$ cat src/rtl/fir_filter_pkg.sv
// Shared definitions for the FIR filter: control states and default sizing.
package fir_filter_pkg;

  localparam int unsigned DEF_TAPS   = 5;
  localparam int unsigned DEF_DATA_W = 8;
  localparam int unsigned DEF_OUT_W  = 16;

  typedef enum logic [1:0] {
    IDLE = 2'd0,
    LOAD = 2'd1,
    RUN  = 2'd2,
    ERR  = 2'd3
  } state_t;

endpackage

$ cat src/rtl/fir_filter_datapath.sv
// Sample history shift register and unsigned multiply-accumulate for the FIR filter.
module fir_datapath
  import fir_filter_pkg::*;
#(
  parameter int unsigned TAPS   = DEF_TAPS,
  parameter int unsigned DATA_W = DEF_DATA_W,
  parameter int unsigned OUT_W  = DEF_OUT_W
) (
  input  logic                          clk,
  input  logic                          reset,
  input  logic                          shift,
  input  logic [DATA_W-1:0]             data_in,
  input  logic [TAPS-1:0][DATA_W-1:0]   coeffs,
  output logic [OUT_W-1:0]              sum
);

  localparam int unsigned IDX_W = (TAPS > 1) ? $clog2(TAPS) : 1;

  logic [TAPS-2:0][DATA_W-1:0] hist;
  logic [TAPS-1:0][DATA_W-1:0] taps;
  logic [2*DATA_W-1:0]         prod;

  // The sum is formed over the history as it will look after the shift,
  // so the registered result already includes the incoming sample.
  assign taps = {hist, data_in};

  always_ff @(posedge clk) begin
    if (!reset) begin
      hist <= '0;
    end else if (shift) begin
      hist <= taps[TAPS-2:0];
    end
  end

  always_comb begin
    sum  = '0;
    prod = '0;
    for (int unsigned k = 0; k < TAPS; k++) begin
      prod = {{DATA_W{1'b0}}, taps[k[IDX_W-1:0]]} * {{DATA_W{1'b0}}, coeffs[k[IDX_W-1:0]]};
      sum  = sum + OUT_W'(prod);
    end
  end

endmodule

$ cat src/rtl/fir_filter.sv
// FIR filter top: coefficient-load / run / error control FSM around fir_datapath.
module fir_filter
  import fir_filter_pkg::*;
#(
  parameter int unsigned TAPS   = DEF_TAPS,
  parameter int unsigned DATA_W = DEF_DATA_W,
  parameter int unsigned OUT_W  = DEF_OUT_W
) (
  input  logic              clk,
  input  logic              reset,
  input  logic [DATA_W-1:0] data_in,
  input  logic              coef_enable,
  input  logic              sample_enable,
  output logic [OUT_W-1:0]  data_out,
  output logic              out_enable,
  output logic              error
);

  localparam int unsigned COUNT_W = $clog2(TAPS + 1);
  localparam int unsigned IDX_W   = (TAPS > 1) ? $clog2(TAPS) : 1;

  state_t                      state;
  logic [COUNT_W-1:0]          count;
  logic [TAPS-1:0][DATA_W-1:0] coeffs;
  logic [OUT_W-1:0]            sum;
  logic                        accept;

  assign accept = (state == RUN) && !coef_enable && sample_enable;

  fir_datapath #(
    .TAPS   (TAPS),
    .DATA_W (DATA_W),
    .OUT_W  (OUT_W)
  ) u_datapath (
    .clk     (clk),
    .reset   (reset),
    .shift   (accept),
    .data_in (data_in),
    .coeffs  (coeffs),
    .sum     (sum)
  );

  always_ff @(posedge clk) begin
    if (!reset) begin
      state      <= IDLE;
      count      <= '0;
      coeffs     <= '0;
      data_out   <= '0;
      out_enable <= 1'b0;
      error      <= 1'b0;
    end else begin
      out_enable <= 1'b0;
      case (state)
        IDLE: begin
          if (coef_enable) begin
            coeffs[0] <= data_in;
            count     <= COUNT_W'(1);
            state     <= LOAD;
          end
        end
        LOAD: begin
          if (coef_enable) begin
            coeffs[count[IDX_W-1:0]] <= data_in;
            count <= count + COUNT_W'(1);
            if (count == COUNT_W'(TAPS - 1)) begin
              state <= RUN;
            end
          end else begin
            state <= ERR;
            error <= 1'b1;
          end
        end
        RUN: begin
          if (coef_enable) begin
            state <= ERR;
            error <= 1'b1;
          end else if (sample_enable) begin
            data_out   <= sum;
            out_enable <= 1'b1;
          end
        end
        ERR: begin
          error <= 1'b1;
        end
        default: begin
          state <= ERR;
          error <= 1'b1;
        end
      endcase
    end
  end

endmodule

$ cat config.mk
export PLATFORM = sky130hd
export DESIGN_NAME = fir_filter
export DESIGN_NICKNAME = d
export VERILOG_FILES = /design/src/rtl/fir_filter_pkg.sv /design/src/rtl/fir_filter_datapath.sv /design/src/rtl/fir_filter.sv
export SDC_FILE = /design/constraint.sdc
export NUM_CORES = 1
export LEC_CHECK = 0
export BUFFER_PORTS_ARGS = -buffer_cell sky130_fd_sc_hd__buf_2
export CAP_MARGIN = 20
export CORE_AREA = 2 2 198 200
export CTS_CLUSTER_DIAMETER = 80
export DETAILED_ROUTE_END_ITERATION = 8
export DIE_AREA = 0 0 200 202
export PLACE_DENSITY = 0.62
export SLEW_MARGIN = 10
export SYNTH_ARGS = -nofsm -noshare
export SYNTH_HDL_FRONTEND = slang
export SYNTH_SLANG_ARGS = --single-unit
export TNS_END_PERCENT = 100
$ cat constraint.sdc
create_clock -name clk -period 24.2 [get_ports clk]
set_input_delay 4.84 -clock clk [delete_from_list [all_inputs] [get_ports clk]]
set_output_delay 4.84 -clock clk [all_outputs]
set_load 0.005 [all_outputs]
# == Word-level counts from Yosys, hierarchy flattened ==
# Cells that the tools add are included.
# op_classes
n_addsub,5
multipliers,5
order_cmp,2
n_eq_ne,9
mux,18
n_bitwise,3
reduce_logical,14
# ops
operator,n
$mul 8x8->16,5
$add 16x16->16,4
$bwmux 40,1
$demux 8 s3,1
$mux 8,3
$pmux 8 s2,1
$reduce_and 3->1,3
$mux 2,4
$ne 2x2->1 const B,4
$mux 3,2
$pmux 2 s3,1
$pmux 3 s2,1
$reduce_bool 3->1,2
$eq 2x2->1 const B,2
$lt 3x4->1 const B,1
$reduce_and 4->1,1
$add 3x1->3 const B,1
$eq 3x3->1 const B,1
$ge 3x1->1 const B,1
$logic_and 1x1->1,3
$mux 1,3
$ne 3x3->1 const B,1
$not 1->1,3
$pmux 1 s3,1
6 further kinds,6
# word_totals
register_bits,95
input_bits,12
out_inout_bits,18
elab_cells,70

# == Depth between registers and ports, before layout ==
# depth
ltp_word,7
ltp_mapped,25
depth_no_buf,24

# == Hierarchy ==
# From an unflattened synthesis, not the netlist that was laid out.
# unflattened
hier_cells,1624
area_unflattened_um2,14914.3
# by_module_without_submodules
mod,n_inst,cells_each,area_per_inst_um2
fir_datapath,1,1337,12334.3
fir_filter,1,287,2580.0

# == Least setup slack after synthesis ==
# Ideal clock, no wire load.
# synth_timing
path_type,input port to flip-flop
start,in data_in[5]
end,reg data_out[15]
setup_time_ps,62
arrival_ps,10854
required_time_ps,24138
setup_slack_ps,13284
path_stages,22
path_cell_list,clkbuf_1 > nand2_1 > fa_1 > fa_1 > inv_1 > fa_1 > inv_1 > fa_1 > fa_1 > inv_1 > fa_1 > fa_1 > inv_1 > fa_1 > inv_1 > ha_1 > a21o_1 > a21oi_1 > nor3b_1 > a31oi_1 > or4_1 > nand3_1
# synth_via
elab_chain_len,5
# synth_lines
element,line,source
"start, declared",fir_filter.sv:11,"input logic [DATA_W-1:0] data_in,"
$mul 8x8->16,fir_filter_datapath.sv:39,"prod = {{DATA_W{1'b0}}, taps[k[IDX_W-1:0]]} * {{DATA_W{1'b0}}, coeffs[k[IDX_W-1:0]]};"
$add 16x16->16 (4 in series),fir_filter_datapath.sv:40,sum = sum + OUT_W'(prod);
"end signal, assigned",fir_filter.sv:78,data_out <= sum;
"end, declared",fir_filter.sv:14,"output logic [OUT_W-1:0] data_out,"
# No other way between the ends.
# A chain may end at the register's enable or synchronous reset.

# == Worst setup path after layout ==
# layout_timing
start,in data_in[4]
end,reg data_out[15]
# The elaborated chain is that of the path after synthesis.

==> results.yml <==
outcome:
  run_status: "finished clean"
synth:
  post-synth-top-count-cell: "sky130_fd_sc_hd__inv_1"
  largest_family_of_logic_cells_by_synthesized_area: "adder cells"
  ys_ff_latch: 95
  synth.net_count: 2019
  avgSynthCellArea_um2: 9.09
  synthFlopType: "sky130_fd_sc_hd__dfxtp_1"
  synthDistinctLibCells: 47
  synth_compound_area_share_pct: 3.74
  synthMuxAreaShare_pct: 2.51
  netlist_instances: 1584
  synth.yosys.warnings: 0
  ys_top_cells_by_count: "sky130_fd_sc_hd__inv_1, sky130_fd_sc_hd__fa_1, sky130_fd_sc_hd__nand2_1, sky130_fd_sc_hd__and2_1, sky130_fd_sc_hd__ha_1"
  synth_area_leaders: "sky130_fd_sc_hd__fa_1, sky130_fd_sc_hd__dfxtp_1, sky130_fd_sc_hd__ha_1"
  synthDominantAreaCellType: "sky130_fd_sc_hd__fa_1"
  fraction_of_the_mapped_netlist_area_in_simple_logic_gates_pct: 17.1
  synth_adder_area_share_pct: 51.4
  syn-cell-area_mm2: 0.0144
  synth-xor-area-share_pct: 1.16
  synth-seq-area-share_pct: 13.2
  yosysTopAreaCellShare_pct: 38.9
  synth-edff-count: 0
  asyncSetResetFlopFracSynth_pct: 0
hold_path:
  hold_path.class: "reg2reg"
floorplan:
  io_pins: 30
  floorplan.die_area_mm2: 0.0404
  rows: 72
  fp.dieH_um: 202
  effective_utilization_at_floorplan_pct: 37.6
  die-width_um: 200
  placeableCoreArea_mm2: 0.0383
sta:
  setup_repair_after_global_routing_missed_its_margin: "false"
  hold_ws_ns: 0.459
  hold_viol_final: 0
  layout_setup_ws_ns: 13.11
  period_share_pct: 45.8
  setup_viol_count_final: 0
  drv_slew: 0
  setup-tns-final_ns: 0
  timing_worst_slew_pin_value_ns: 1.07
  fin_crit_ns: 11.09
  final.setup_skew_ns: 0.0132
  slew_headroom_pct: 27.8
  fmaxAchievable_ghz: 0.0902
final_layout:
  fraction_of_final_layout_cells_with_drive_strength_greater_than_1_pct: 3.86
  final_cells: 2074
  layout.area.seq_mm2: 0.00190
  synthToLayoutAreaGrowth_pct: 6.03
  nets: 1986
  fin_area_mm2: 0.0153
  antenna_cells_inserted: 0
  multi_input_comb_area_mm2: 0.0109
  filler_cell_count: 3822
power:
  p_leak_nw: 6.78
  peak_vdd_ir_mv: 0.0314
  power_density_mw_per_mm2: 38.6
clock_network:
  h-tree-depth: 3
  holdBufCountCts: 0
  clockBufferDepth: 2
  cts_tree: "done"
  worstSkewPairLatency_ns: 0.37
  postCtsSetupBuffers: 0
  cts_repair_resize_count: 0
  cts_num_sinks: 95
  clk_pin_slew_ns: 0.08
  clock-root-buffer: "sky130_fd_sc_hd__clkbuf_16"
  cts_buffers: 9
route:
  drt.antenna.violating_nets: 0
  total_wire_length_um: 35600
  vias: 10089
  route.detailed.vias_per_inst: 4.86
  detail_route.wl_per_cell_um: 17.2
  drc_errors: 0
  drt_pass_1_iters: 5
  drtIter0Drc: 627
global_routing:
  groute.usage.overall_pct: 19.1
  initial_antenna_violation_count: 0
  grt_pass1_wl_um: 59200
  grt_max_degree: 83
  globalRouteOverflowTotal: 0
  via_count_of_the_first_global_routing_pass: 10958
worst_setup_path:
  setup.worst_path.end_class: "flop"
  required_time_reported_for_the_critical_path_endpoint_ns: 24.51
  timing_worst_setup_path_type: "in2reg"
  data_arrival_time_of_the_critical_path_ns: 11.40
  launching_element_type_of_the_critical_path: "input port"
  highest_net_fanout_along_the_worst_path: 14
placed_design:
  place.detailed.hpwl_um: 28700
  placement_stage_worst_setup_slack_ns: 12.78
  dpl-instance-area_mm2: 0.0149
  gp_congestion: 0.854
  placed_cells_incl_taps: 2058
  io_buffers: 29
run:
  max_cap_violations: 0
-- cells in the final DEF, fill, tap and decap left out, drive strengths merged, types with 18 or more instances in the layout --
| cell type | count |
|---|---|
| a21oi | 57 |
| and2 | 188 |
| buf | 33 |
| dfxtp | 95 |
| fa | 280 |
| ha | 143 |
| inv | 345 |
| mux2i | 35 |
| nand2 | 230 |
| nor2 | 48 |
| xnor2 | 18 |
-- critical path, cell delays in order --
cell and delay, ns:
sky130_fd_sc_hd__buf_2 0.29, sky130_fd_sc_hd__nand2_1 0.12, sky130_fd_sc_hd__fa_1 0.51, sky130_fd_sc_hd__fa_1 0.52
sky130_fd_sc_hd__inv_1 0.05, sky130_fd_sc_hd__fa_1 0.54, sky130_fd_sc_hd__inv_1 0.07, sky130_fd_sc_hd__fa_1 0.45
sky130_fd_sc_hd__fa_1 0.55, sky130_fd_sc_hd__inv_1 0.06, sky130_fd_sc_hd__fa_1 0.51, sky130_fd_sc_hd__fa_1 0.50
sky130_fd_sc_hd__inv_1 0.05, sky130_fd_sc_hd__fa_1 0.52, sky130_fd_sc_hd__inv_1 0.06, sky130_fd_sc_hd__ha_1 0.33
sky130_fd_sc_hd__a21o_1 0.23, sky130_fd_sc_hd__a21oi_1 0.23, sky130_fd_sc_hd__nor3b_1 0.31, sky130_fd_sc_hd__a31oi_1 0.16
sky130_fd_sc_hd__or4_1 0.41, sky130_fd_sc_hd__nand3_1 0.09
-- report_power, final --
part | switching (mW) | internal [mW] | total [mW]
Combinational | 0.141 | 0.0972 | 0.239
Clock | 0.0764 | 0.0925 | 0.169
Sequential | 0.0172 | 0.164 | 0.181
-- final cells by class --
class	count	area share (%)
clock buffers	9	1.48
repair buffers	33	1.15
flip-flops and latches	95	12.5
inverters	341	8.38
well taps	518	4.24
multi-input cells	1071	71.6
clock inverters	7	0.672
-- flip-flops by register name, indices dropped and copies added (netlist names) --
name and count:
error 1, state 2, u_datapath.hist 32, out_enable 1, count 3, data_out 16
coeffs 40
-- stage by stage --
stage / power [mW] / util (%)
after global routing: 0.633 / 39.9
final: 0.589 / 39.9
after detailed placement: 0.426 / 39.0
after global placement: 0.418 / 39.0
after floorplan: 0.356 / -
after CTS: 0.594 / 39.9
-- routing by layer --
| layer | GRT usage, % | up-vias | share of wire, % |
|---|---|---|---|
| li1 | - | 4615 | - |
| met1 | 25.3 | 5177 | 43 |
| met5 | 0 | - | 0 |
| met2 | 32.3 | 247 | 50 |
| met3 | 2.47 | 50 | 4.5 |
| met4 | 6.14 | 0 | 2.8 |
-- kinds of logic after synthesis --
family                   after synthesis
flip-flops                            95
adder cells (fa/ha/maj)              423
AND/OR/NAND/NOR                      503
multiplexers                          36
buffers and inverters                418
XOR/XNOR                              19
AO/OA/AOI/OAI                         90
-- worst paths after layout --
check	startpoint	endpoint	slack (ns)	cells after the start
worst max-delay path	data_in[4]	data_out[15]$_SDFFE_PN0P_	13.11	22
worst min-delay path	data_out[11]$_SDFFE_PN0P_	data_out[11]$_SDFFE_PN0P_	0.46	2
worst max register to register	coeffs[4]$_SDFFE_PN0P_	data_out[15]$_SDFFE_PN0P_	17.26	21
worst min register to register	data_out[11]$_SDFFE_PN0P_	data_out[11]$_SDFFE_PN0P_	0.46	2
(Power assumes the default switching activity.)
